$ cat src/rtl/intersection_pkg.sv
// Shared phase encoding and lamp patterns for the intersection sequencer.
// Lamp vectors are ordered {mr, my, mg, sr, sy, sg, walk, dont_walk}.
package intersection_pkg;

  typedef enum logic [2:0] {
    MAIN_GREEN  = 3'd0,
    MAIN_YELLOW = 3'd1,
    ALL_RED1    = 3'd2,
    SIDE_GREEN  = 3'd3,
    SIDE_YELLOW = 3'd4,
    ALL_RED2    = 3'd5,
    PED_WALK    = 3'd6,
    PED_CLEAR   = 3'd7
  } phase_t;

  typedef struct packed {
    logic mr;
    logic my;
    logic mg;
    logic sr;
    logic sy;
    logic sg;
    logic walk;
    logic dont_walk;
  } lamps_t;

  localparam lamps_t LAMPS_MAIN_GREEN  = 8'b0011_0001;
  localparam lamps_t LAMPS_MAIN_YELLOW = 8'b0101_0001;
  localparam lamps_t LAMPS_ALL_RED     = 8'b1001_0001;
  localparam lamps_t LAMPS_SIDE_GREEN  = 8'b1000_0101;
  localparam lamps_t LAMPS_SIDE_YELLOW = 8'b1000_1001;
  localparam lamps_t LAMPS_PED_WALK    = 8'b1001_0010;
  // Flashing of dont_walk during clearance is left to the lamp driver.
  localparam lamps_t LAMPS_PED_CLEAR   = 8'b1001_0001;

  function automatic lamps_t lamps_for(input phase_t p);
    lamps_for = LAMPS_ALL_RED;
    case (p)
      MAIN_GREEN:  lamps_for = LAMPS_MAIN_GREEN;
      MAIN_YELLOW: lamps_for = LAMPS_MAIN_YELLOW;
      SIDE_GREEN:  lamps_for = LAMPS_SIDE_GREEN;
      SIDE_YELLOW: lamps_for = LAMPS_SIDE_YELLOW;
      PED_WALK:    lamps_for = LAMPS_PED_WALK;
      PED_CLEAR:   lamps_for = LAMPS_PED_CLEAR;
      default:     lamps_for = LAMPS_ALL_RED;
    endcase
  endfunction

endpackage

$ cat src/rtl/phase_timer.sv
// Phase-duration down-counter: loads on phase entry, decrements on tick,
// holds at zero; expired flags terminal count.
module phase_timer #(
  parameter int               CNT_W     = 6,
  parameter logic [CNT_W-1:0] RESET_VAL = '0
) (
  input  logic             Clk,
  input  logic             reset,
  input  logic             tick,
  input  logic             load,
  input  logic [CNT_W-1:0] load_val,
  output logic [CNT_W-1:0] cnt,
  output logic             expired
);

  always_ff @(posedge Clk or negedge reset) begin
    if (!reset) begin
      cnt <= RESET_VAL;
    end else if (load) begin
      cnt <= load_val;
    end else if (tick && (cnt != '0)) begin
      cnt <= cnt - 1'b1;
    end
  end

  assign expired = (cnt == '0);

endmodule

$ cat src/rtl/intersection_sequencer.sv
// Tick-driven main/side/pedestrian phase sequencer with emergency preempt.
//   state       | meaning
//   MAIN_GREEN  | main road green, waits for C or latched pedestrian request
//   MAIN_YELLOW | main road yellow, fixed length
//   ALL_RED1    | clearance, then arbitrate side / pedestrian / back to main
//   SIDE_GREEN  | side green until max, gap-out (C=0) or emergency
//   SIDE_YELLOW | side road yellow, fixed length
//   ALL_RED2    | clearance before returning to main green
//   PED_WALK    | exclusive pedestrian walk, cut short by emergency
//   PED_CLEAR   | pedestrian clearance, fixed length
module intersection_sequencer
  import intersection_pkg::*;
#(
  parameter int T_MIN_MAIN = 25,
  parameter int T_MAX_SIDE = 25,
  parameter int T_YEL      = 4,
  parameter int T_ALLRED   = 1,
  parameter int T_WALK     = 10,
  parameter int T_PCLR     = 6,
  parameter int CNT_W      = 6
) (
  input  logic       Clk,
  input  logic       reset,
  input  logic       tick,
  input  logic       C,
  input  logic       ped_req,
  input  logic       emg,
  output logic       MR,
  output logic       MY,
  output logic       MG,
  output logic       SR,
  output logic       SY,
  output logic       SG,
  output logic       walk,
  output logic       dont_walk,
  output logic       ped_ack,
  output logic [2:0] phase
);

  phase_t           state;
  phase_t           state_next;
  logic             ped_pending;
  logic             last_ped;
  logic             entering;
  logic             walk_entry;
  logic             side_entry;
  logic             in_ped;
  logic             expired;
  logic [CNT_W-1:0] cnt;
  logic [CNT_W-1:0] load_val;
  lamps_t           lamps;

  function automatic logic [CNT_W-1:0] phase_load(input phase_t p);
    phase_load = CNT_W'(T_ALLRED - 1);
    case (p)
      MAIN_GREEN:              phase_load = CNT_W'(T_MIN_MAIN - 1);
      MAIN_YELLOW,
      SIDE_YELLOW:             phase_load = CNT_W'(T_YEL - 1);
      SIDE_GREEN:              phase_load = CNT_W'(T_MAX_SIDE - 1);
      PED_WALK:                phase_load = CNT_W'(T_WALK - 1);
      PED_CLEAR:               phase_load = CNT_W'(T_PCLR - 1);
      default:                 phase_load = CNT_W'(T_ALLRED - 1);
    endcase
  endfunction

  always_ff @(posedge Clk or negedge reset) begin
    if (!reset) begin
      state       <= MAIN_GREEN;
      ped_pending <= 1'b0;
      last_ped    <= 1'b0;
      ped_ack     <= 1'b0;
    end else begin
      state   <= state_next;
      ped_ack <= walk_entry;
      if (walk_entry) begin
        ped_pending <= 1'b0;
        last_ped    <= 1'b1;
      end else begin
        if (ped_req && !in_ped) ped_pending <= 1'b1;
        if (side_entry)         last_ped    <= 1'b0;
      end
    end
  end

  // Transitions only happen on tick cycles, so every phase entry coincides
  // with a tick and a timed phase lasts exactly its programmed tick count.
  always_comb begin
    state_next = state;
    if (tick) begin
      case (state)
        MAIN_GREEN:
          if (expired && !emg && (C || ped_pending)) state_next = MAIN_YELLOW;
        MAIN_YELLOW:
          if (expired) state_next = ALL_RED1;
        ALL_RED1:
          if (expired) begin
            if (emg)                     state_next = MAIN_GREEN;
            else if (ped_pending && C)   state_next = last_ped ? SIDE_GREEN : PED_WALK;
            else if (ped_pending)        state_next = PED_WALK;
            else if (C)                  state_next = SIDE_GREEN;
            else                         state_next = MAIN_GREEN;
          end
        SIDE_GREEN:
          if (expired || !C || emg) state_next = SIDE_YELLOW;
        SIDE_YELLOW:
          if (expired) state_next = ALL_RED2;
        ALL_RED2:
          if (expired) state_next = MAIN_GREEN;
        PED_WALK:
          if (expired || emg) state_next = PED_CLEAR;
        PED_CLEAR:
          if (expired) state_next = ALL_RED2;
        default:
          state_next = MAIN_GREEN;
      endcase
    end
  end

  assign entering   = (state_next != state);
  assign walk_entry = entering && (state_next == PED_WALK);
  assign side_entry = entering && (state_next == SIDE_GREEN);
  assign in_ped     = (state == PED_WALK) || (state == PED_CLEAR);
  assign load_val   = phase_load(state_next);

  phase_timer #(
    .CNT_W     (CNT_W),
    .RESET_VAL (CNT_W'(T_MIN_MAIN - 1))
  ) u_timer (
    .Clk      (Clk),
    .reset    (reset),
    .tick     (tick),
    .load     (entering),
    .load_val (load_val),
    .cnt      (cnt),
    .expired  (expired)
  );

  // The count can never exceed the load value of the phase it belongs to.
  always_ff @(posedge Clk) begin
    if (reset) assert (cnt <= phase_load(state));
  end

  assign lamps     = lamps_for(state);
  assign MR        = lamps.mr;
  assign MY        = lamps.my;
  assign MG        = lamps.mg;
  assign SR        = lamps.sr;
  assign SY        = lamps.sy;
  assign SG        = lamps.sg;
  assign walk      = lamps.walk;
  assign dont_walk = lamps.dont_walk;
  assign phase     = state;

endmodule

$ cat config.mk
export PLATFORM = sky130hd
export DESIGN_NAME = intersection_sequencer
export DESIGN_NICKNAME = d
export VERILOG_FILES = /design/src/rtl/intersection_pkg.sv /design/src/rtl/phase_timer.sv /design/src/rtl/intersection_sequencer.sv
export SDC_FILE = /design/constraint.sdc
export NUM_CORES = 1
export LEC_CHECK = 0
export ABC_CLOCK_PERIOD_IN_PS = 2100
export BUFFER_PORTS_ARGS = -buffer_cell sky130_fd_sc_hd__buf_2
export CAP_MARGIN = 20
export CELL_PAD_IN_SITES_DETAIL_PLACEMENT = 1
export CELL_PAD_IN_SITES_GLOBAL_PLACEMENT = 1
export CORE_MARGIN = 4
export CORE_UTILIZATION = 38
export CTS_BUF_LIST = sky130_fd_sc_hd__clkbuf_8
export DETAILED_ROUTE_END_ITERATION = 12
export MAX_ROUTING_LAYER = met4
export PLACE_DENSITY_LB_ADDON = 0.1
export SYNTH_ARGS = -nofsm -noshare
export SYNTH_HDL_FRONTEND = slang
export SYNTH_SLANG_ARGS = --single-unit
$ cat constraint.sdc
create_clock -name Clk -period 2.1 [get_ports Clk]
set_input_delay 0.105 -clock Clk [delete_from_list [all_inputs] [get_ports Clk]]
set_output_delay 0.105 -clock Clk [all_outputs]
set_load 0.1 [all_outputs]
==> results of run 1 <==
[per-stage QoR]
stage	instance area, sq um	setup slack [ps]
2_1_floorplan	1040	-585
3_3_place_gp	1150	46.3
3_5_place_dp	1150	-50.1
4_1_cts	1240	23.7
5_1_grt	1340	-41.2
6_report	1340	19.4
[synth_stat cells, drive strengths merged (3+ instances only)]
library cell	instances	area share
a211oi	4	0.055
nand2	9	0.036
o22ai	3	0.020
nor2	10	0.040
inv	7	0.028
nor3	6	0.037
xnor2	5	0.046
a21oi	5	0.030
a22o	3	0.028
nand3	3	0.016
nand2b	3	0.020
dfrtp	10	0.26
buf	6	0.038
[worst max-delay path, stage by stage, from the launching register on]
cell and delay, ps:
dfstp_2 570, nor4_4 60, and2_4 160, and4_1 140, or4_4 610, inv_4 120, a31oi_4 90, o22a_1 220
[sequential cells by signal (all words and copies together) (netlist names)]
signal and flops:
last_ped 1, ped_ack 1, ped_pending 1, phase 3
u_timer.cnt 6
[what timing repair did]
| item | 4_1_cts | 5_1_grt |
|---|---|---|
| hold buffers | 1 | 0 |
| endpoints found under the hold margin | 12 | 0 |
| resized for setup | 1 | 13 |
| setup buffers | 3 | 3 |
| setup endpoints to repair | 3 | 9 |
| pin swaps | 2 | 7 |
[cell usage in the layout (no fill, tap or decap), types with 2 or more instances in the layout]
| cell type | synthesis | final |
|---|---|---|
| clkbuf_8 | 0 | 4 |
| a22oi_1 | 2 | 2 |
| xor2_1 | 2 | 2 |
| nor2b_1 | 2 | 2 |
| o22ai_1 | 3 | 2 |
| nor3_4 | 0 | 3 |
| buf_2 | 5 | 17 |
| inv_1 | 7 | 5 |
| dfrtp_1 | 10 | 7 |
| nor2_1 | 10 | 8 |
| and3_1 | 2 | 2 |
| a211oi_4 | 1 | 2 |
| a21oi_1 | 4 | 4 |
| nor2_2 | 0 | 2 |
| dfrtp_4 | 0 | 3 |
| dfstp_2 | 2 | 2 |
| nand2_2 | 0 | 2 |
| buf_4 | 0 | 11 |
| a22o_1 | 3 | 2 |
| nand2_1 | 9 | 7 |
| nand3_1 | 3 | 2 |
| nor3_1 | 5 | 3 |
| nand2b_1 | 3 | 3 |
| a221oi_1 | 2 | 2 |
| xnor2_1 | 5 | 4 |
[per-layer routing]
layer  up-vias  global-route usage  share of wire
met5         -                   -              0
li1        447                   -              -
met2        20               0.276           0.49
met1       469               0.250           0.46
met3         4              0.0468          0.047
met4         0              0.0397         0.0042
[final cells by class]
| cell class | count | area (sq um) |
|---|---|---|
| tap | 28 | 35.0 |
| timing repair buffer | 31 | 209 |
| sequential | 12 | 314 |
| multi-input combinational | 82 | 688 |
| fill | 260 | 960 |
| inverter | 8 | 36.3 |
| clock buffer | 4 | 55.1 |
[worst max path at each step]
stage	start	end	slack (ps)	depth (start not counted)
after floorplan	phase[1]	last_ped	-590	8
after global placement	u_timer.cnt[5]	u_timer.cnt[4]	50	6
after detailed placement	u_timer.cnt[5]	u_timer.cnt[4]	-50	6
after CTS	u_timer.cnt[4]	last_ped	20	7
after global routing	u_timer.cnt[3]	last_ped	-40	7
final	u_timer.cnt[4]	last_ped	20	7
[where the power goes]
| group | internal (mW) | switching (mW) |
|---|---|---|
| clock network | 0.166 | 0.0886 |
| logic | 0.378 | 0.718 |
| registers | 0.330 | 0.124 |
| total | 0.874 | 0.931 |
[cell families after synthesis]
logic type,count (synthesis)
AND/OR/NAND/NOR,44
AO/OA/AOI/OAI,29
buffers and inverters,15
flip-flops,12
XOR/XNOR,7
adder cells (fa/ha/maj),2
==> impl_metrics.env, run 1 <==
export IMPL_min_from="ped_req"
export IMPL_tritoncts="yes"
export IMPL_synth_compound_area_frac=0.250
export IMPL_hold_viol=0
export IMPL_power_density_nw_per_um2=1350
export IMPL_synth_xor_area_frac=0.0646
export IMPL_period_needed_ps=2080
export IMPL_h_tree_depth=1
export IMPL_r2r_end="last_ped"
export IMPL_rsz0062_at_grt="yes"
export IMPL_r2r_start="u_timer.cnt[4]"
export IMPL_ys_async_sr_fraction=1.00
export IMPL_power_leakage_nw=0.564
export IMPL_area_growth_pct=40.8
export IMPL_remaining_drc_errors=0
export IMPL_grt_usage=0.184
export IMPL_reg2reg_slack_ps=20
export IMPL_start_kind="register"
export IMPL_ant_nets=0
export IMPL_holdWs_ps=138
export IMPL_die_area_sq_um=3360
export IMPL_power_total_mw=1.81
export IMPL_worstSkewPairLatency_ps=250
export IMPL_fin_tns_setup_ps=0
export IMPL_cts_made_buffers=3
export IMPL_diodes=0
export IMPL_cap_violations=0
export IMPL_wl_per_cell_microns=17.4
export IMPL_status="completed"
export IMPL_grt_max_degree=21
export IMPL_grt_overflow=0
export IMPL_yosysWarnings=0
export IMPL_critPathKind="reg2reg"
export IMPL_crit_path_end_kind="register"
export IMPL_max_slew_margin=0.675
export IMPL_report_final_slew_viol_count=0
export IMPL_synth_cell_types=45
export IMPL_fp_dieW_microns=58.0
export IMPL_synth_cells=109
export IMPL_postLayoutCoreUtil=0.582
export IMPL_yosys_most_used_dff="dfrtp_1"
export IMPL_gp_congestion=0.759
export IMPL_r2r_cells=7
export IMPL_die_y_microns=58.0
export IMPL_ys_ff_latch=12
export IMPL_synthAdderAreaFrac=0.0264
export IMPL_wl_mm=2.88
export IMPL_min_path_type="in2reg"
export IMPL_skew_ps=2.74
export IMPL_place_hpwl_mm=1.91
export IMPL_setup_violations=0
export IMPL_grt_pass1_vias=948
export IMPL_grt_pass1_wl_mm=4.63
export IMPL_antenna_found_initial=0
export IMPL_avgSynthCellArea_sq_um=8.71
export IMPL_io_buffer_count=17
export IMPL_fmax_ghz=0.481
export IMPL_irDropWorstVdd_mv=1.00
export IMPL_syn_nets=117
export IMPL_coreArea_sq_um=2300
export IMPL_nNetsFinal=146
export IMPL_drt_vias_per_instance=5.70
export IMPL_clkSinkCount=12
export IMPL_synth_top_family_by_area="simple AND/OR/NAND/NOR gates"
export IMPL_post_route_period_util=0.991
export IMPL_placed_cells=154
export IMPL_yosys_mux_area_fraction=0
export IMPL_worst_slew_pin_slew_ps=491
export IMPL_cts_buffer_depth=2
export IMPL_min_delay_worst_endpoint="ped_pending"
export IMPL_std_cell_rows=17
export IMPL_clk_pin_slew_worst_paths_ps=50
export IMPL_drive_gt1_frac=0.489
export IMPL_synth_edf_count=0
export IMPL_dr_pass1_iters=4
export IMPL_io_pins=18
export IMPL_crit_fanout=5
export IMPL_synth_seq_area_share=0.319
export IMPL_vias=940
export IMPL_root_buffer="clkbuf_8"
export IMPL_worstPathArrival_ps=2210
export IMPL_drtIter0Drc=18
export IMPL_hold_depth=3
export IMPL_fin_cells=165
export IMPL_worstPathRequired_ps=2230
export IMPL_yosys_area_share_simple=0.265
export IMPL_synth_area_sq_um=950
export IMPL_initial_core_util=0.413
No activity file was read; power rests on OpenSTA's default activity.
==> inputs of run 2 (changes only) <==
PLACE_DENSITY = 0.88   (was default)
PLACE_DENSITY_LB_ADDON = default   (was 0.1)
==> impl_metrics.env, run 2 (synthesized netlist as in run 1, its figures left out) <==
export IMPL_status="completed"
export IMPL_period_needed_ps=2090
export IMPL_vias=929
export IMPL_hold_viol=0
export IMPL_layout_commonest_cell="buf_2"
export IMPL_coreArea_sq_um=2300
export IMPL_io_pins=18
export IMPL_r2r_end="last_ped"
export IMPL_critPathKind="reg2reg"
export IMPL_fill_cells=270
export IMPL_tritoncts="yes"
export IMPL_irDropWorstVdd_mv=0.867
export IMPL_area_growth_pct=36.2
export IMPL_post_route_period_util=0.997
export IMPL_min_delay_worst_endpoint="ped_pending"
export IMPL_p_int_mw=0.853
export IMPL_final_cell_mix="buf_2 (17), buf_4 (14), nor2_1 (8), nand2_1 (8), dfrtp_1 (7)"
export IMPL_r2r_cells=7
export IMPL_slowest_delay_ps=580
export IMPL_largest_reg_flops=6
export IMPL_antenna_found_initial=0
export IMPL_drive_gt1_frac=0.471
export IMPL_worst_slew_pin_slew_ps=496
export IMPL_r2r_start="u_timer.cnt[3]"
export IMPL_power_switching_mw=0.903
export IMPL_skew_ps=3.47
export IMPL_crit_chain="nor4_4 -> and2_4 -> a31oi_1 -> or4_4 -> clkinv_2 -> a31oi_1 -> o22a_1"
export IMPL_report_final_slew_viol_count=0
export IMPL_worstPathRequired_ps=2230
export IMPL_min_path_type="in2reg"
export IMPL_dr_pass1_iters=4
export IMPL_die_y_microns=58.0
export IMPL_cts_made_buffers=3
export IMPL_rsz0062_at_grt="yes"
export IMPL_cp_num_buf_inv=1
export IMPL_gp_congestion=0.827
export IMPL_setup_violations=0
export IMPL_wl_mm=2.84
export IMPL_top_register="u_timer.cnt"
export IMPL_ant_nets=0
export IMPL_grt_max_degree=21
export IMPL_drtIter0Drc=14
export IMPL_crit_family="simple AND/OR/NAND/NOR gates"
export IMPL_grt_overflow=0
export IMPL_clkSinkCount=12
export IMPL_swShare=0.514
export IMPL_crit_fanout=7
export IMPL_nNetsFinal=147
export IMPL_clk_pin_slew_worst_paths_ps=60
export IMPL_cpMaxStageDelayCell="or4_4"
export IMPL_place_hpwl_mm=1.91
export IMPL_grt_usage=0.173
export IMPL_worstSkewPairLatency_ps=240
export IMPL_drt_vias_per_instance=5.60
export IMPL_die_area_sq_um=3360
export IMPL_std_cell_rows=17
export IMPL_multi_input_area_sq_um=654
export IMPL_max_slew_margin=0.668
export IMPL_power_leakage_nw=0.554
export IMPL_reg2reg_slack_ps=7
export IMPL_worstPathArrival_ps=2220
export IMPL_cpMostUsedCell="a31oi_1"
export IMPL_cap_violations=0
export IMPL_hold_depth=3
export IMPL_layout_area_seq_sq_um=314
export IMPL_p_seq_frac=0.253
export IMPL_clockPowerShare=0.143
export IMPL_fmax_ghz=0.478
export IMPL_root_buffer="clkbuf_8"
export IMPL_h_tree_depth=1
export IMPL_initial_core_util=0.413
export IMPL_crit_path_end_kind="register"
export IMPL_wl_per_cell_microns=17.1
export IMPL_fin_tns_setup_ps=0
export IMPL_start_kind="register"
export IMPL_grt_pass1_vias=936
export IMPL_min_from="ped_req"
export IMPL_power_density_nw_per_um2=1360
export IMPL_io_buffer_count=17
export IMPL_fp_dieW_microns=58.0
export IMPL_grt_pass1_wl_mm=4.32
export IMPL_remaining_drc_errors=0
export IMPL_power_total_mw=1.76
export IMPL_cts_buffer_depth=2
export IMPL_p_comb_frac=0.604
export IMPL_diodes=0
## run 2: worst max path at each step
stage | from | end | cells past startpoint
final | u_timer.cnt[3] | last_ped | 7
after detailed placement | u_timer.cnt[5] | u_timer.cnt[4] | 6
after CTS | u_timer.cnt[0] | last_ped | 8
after global placement | u_timer.cnt[5] | u_timer.cnt[4] | 6
after floorplan | phase[1] | last_ped | 8
after global routing | u_timer.cnt[3] | last_ped | 7
## run 2: through the flow
step / std cells / setup slack (ps) / instance area [sq um] / hold slack (ps) / utilization
floorplan: 109 / -585 / 1040 / -191 / -
global placement: 153 / 37.6 / 1140 / -9.70 / 0.497
detailed placement: 153 / -19.3 / 1140 / -1.17 / 0.497
CTS: 162 / 2.96 / 1260 / 131 / 0.547
global route: 166 / -79.9 / 1290 / 159 / 0.563
finish: 166 / 6.82 / 1290 / 132 / 0.563
## run 2: cell type report
cell class	instances	share of cell area
repair buffers	32	0.155
multi-input cells	82	0.506
clock buffers	4	0.0426
inverters	8	0.0271
flip-flops and latches	12	0.243
well taps	28	0.0271
## run 2: timing repair
| action | 4_1_cts | 5_1_grt |
|---|---|---|
| hold buffers | 1 | 0 |
| resized for setup | 3 | 3 |
| setup endpoints to repair | 5 | 8 |
| buffers inserted | 4 | 4 |
| pin swaps | 3 | 3 |
| endpoints found under the hold margin | 12 | 0 |
## run 2: worst register-to-register path, delay by kind of cell, from the launching register on
| kind | cells | cell delay (ps) |
|---|---|---|
| buffers and inverters | 1 | 110 |
| and+or+nand+nor | 3 | 1090 |
| AOI/OAI and AO/OA | 3 | 410 |
| DFF | 1 | 380 |
## run 2: routing by layer
metal	share of wire	GRT usage	wire length, microns	vias up
li1	-	-	-	447
met1	0.44	0.198	1250	460
met2	0.52	0.290	1470	18
met3	0.030	0.0245	85	4
met4	0.013	0.0927	37	0
met5	0	-	0	-
## run 2: power groups by stage
stage | sequential [mW] | combinational [mW] | clock (mW)
2_1_floorplan | 0.500 | 0.739 | 0
3_3_place_gp | 0.464 | 0.904 | 0
3_5_place_dp | 0.473 | 0.932 | 0
4_1_cts | 0.455 | 1.03 | 0.256
5_1_grt | 0.454 | 1.13 | 0.273
6_report | 0.444 | 1.06 | 0.252
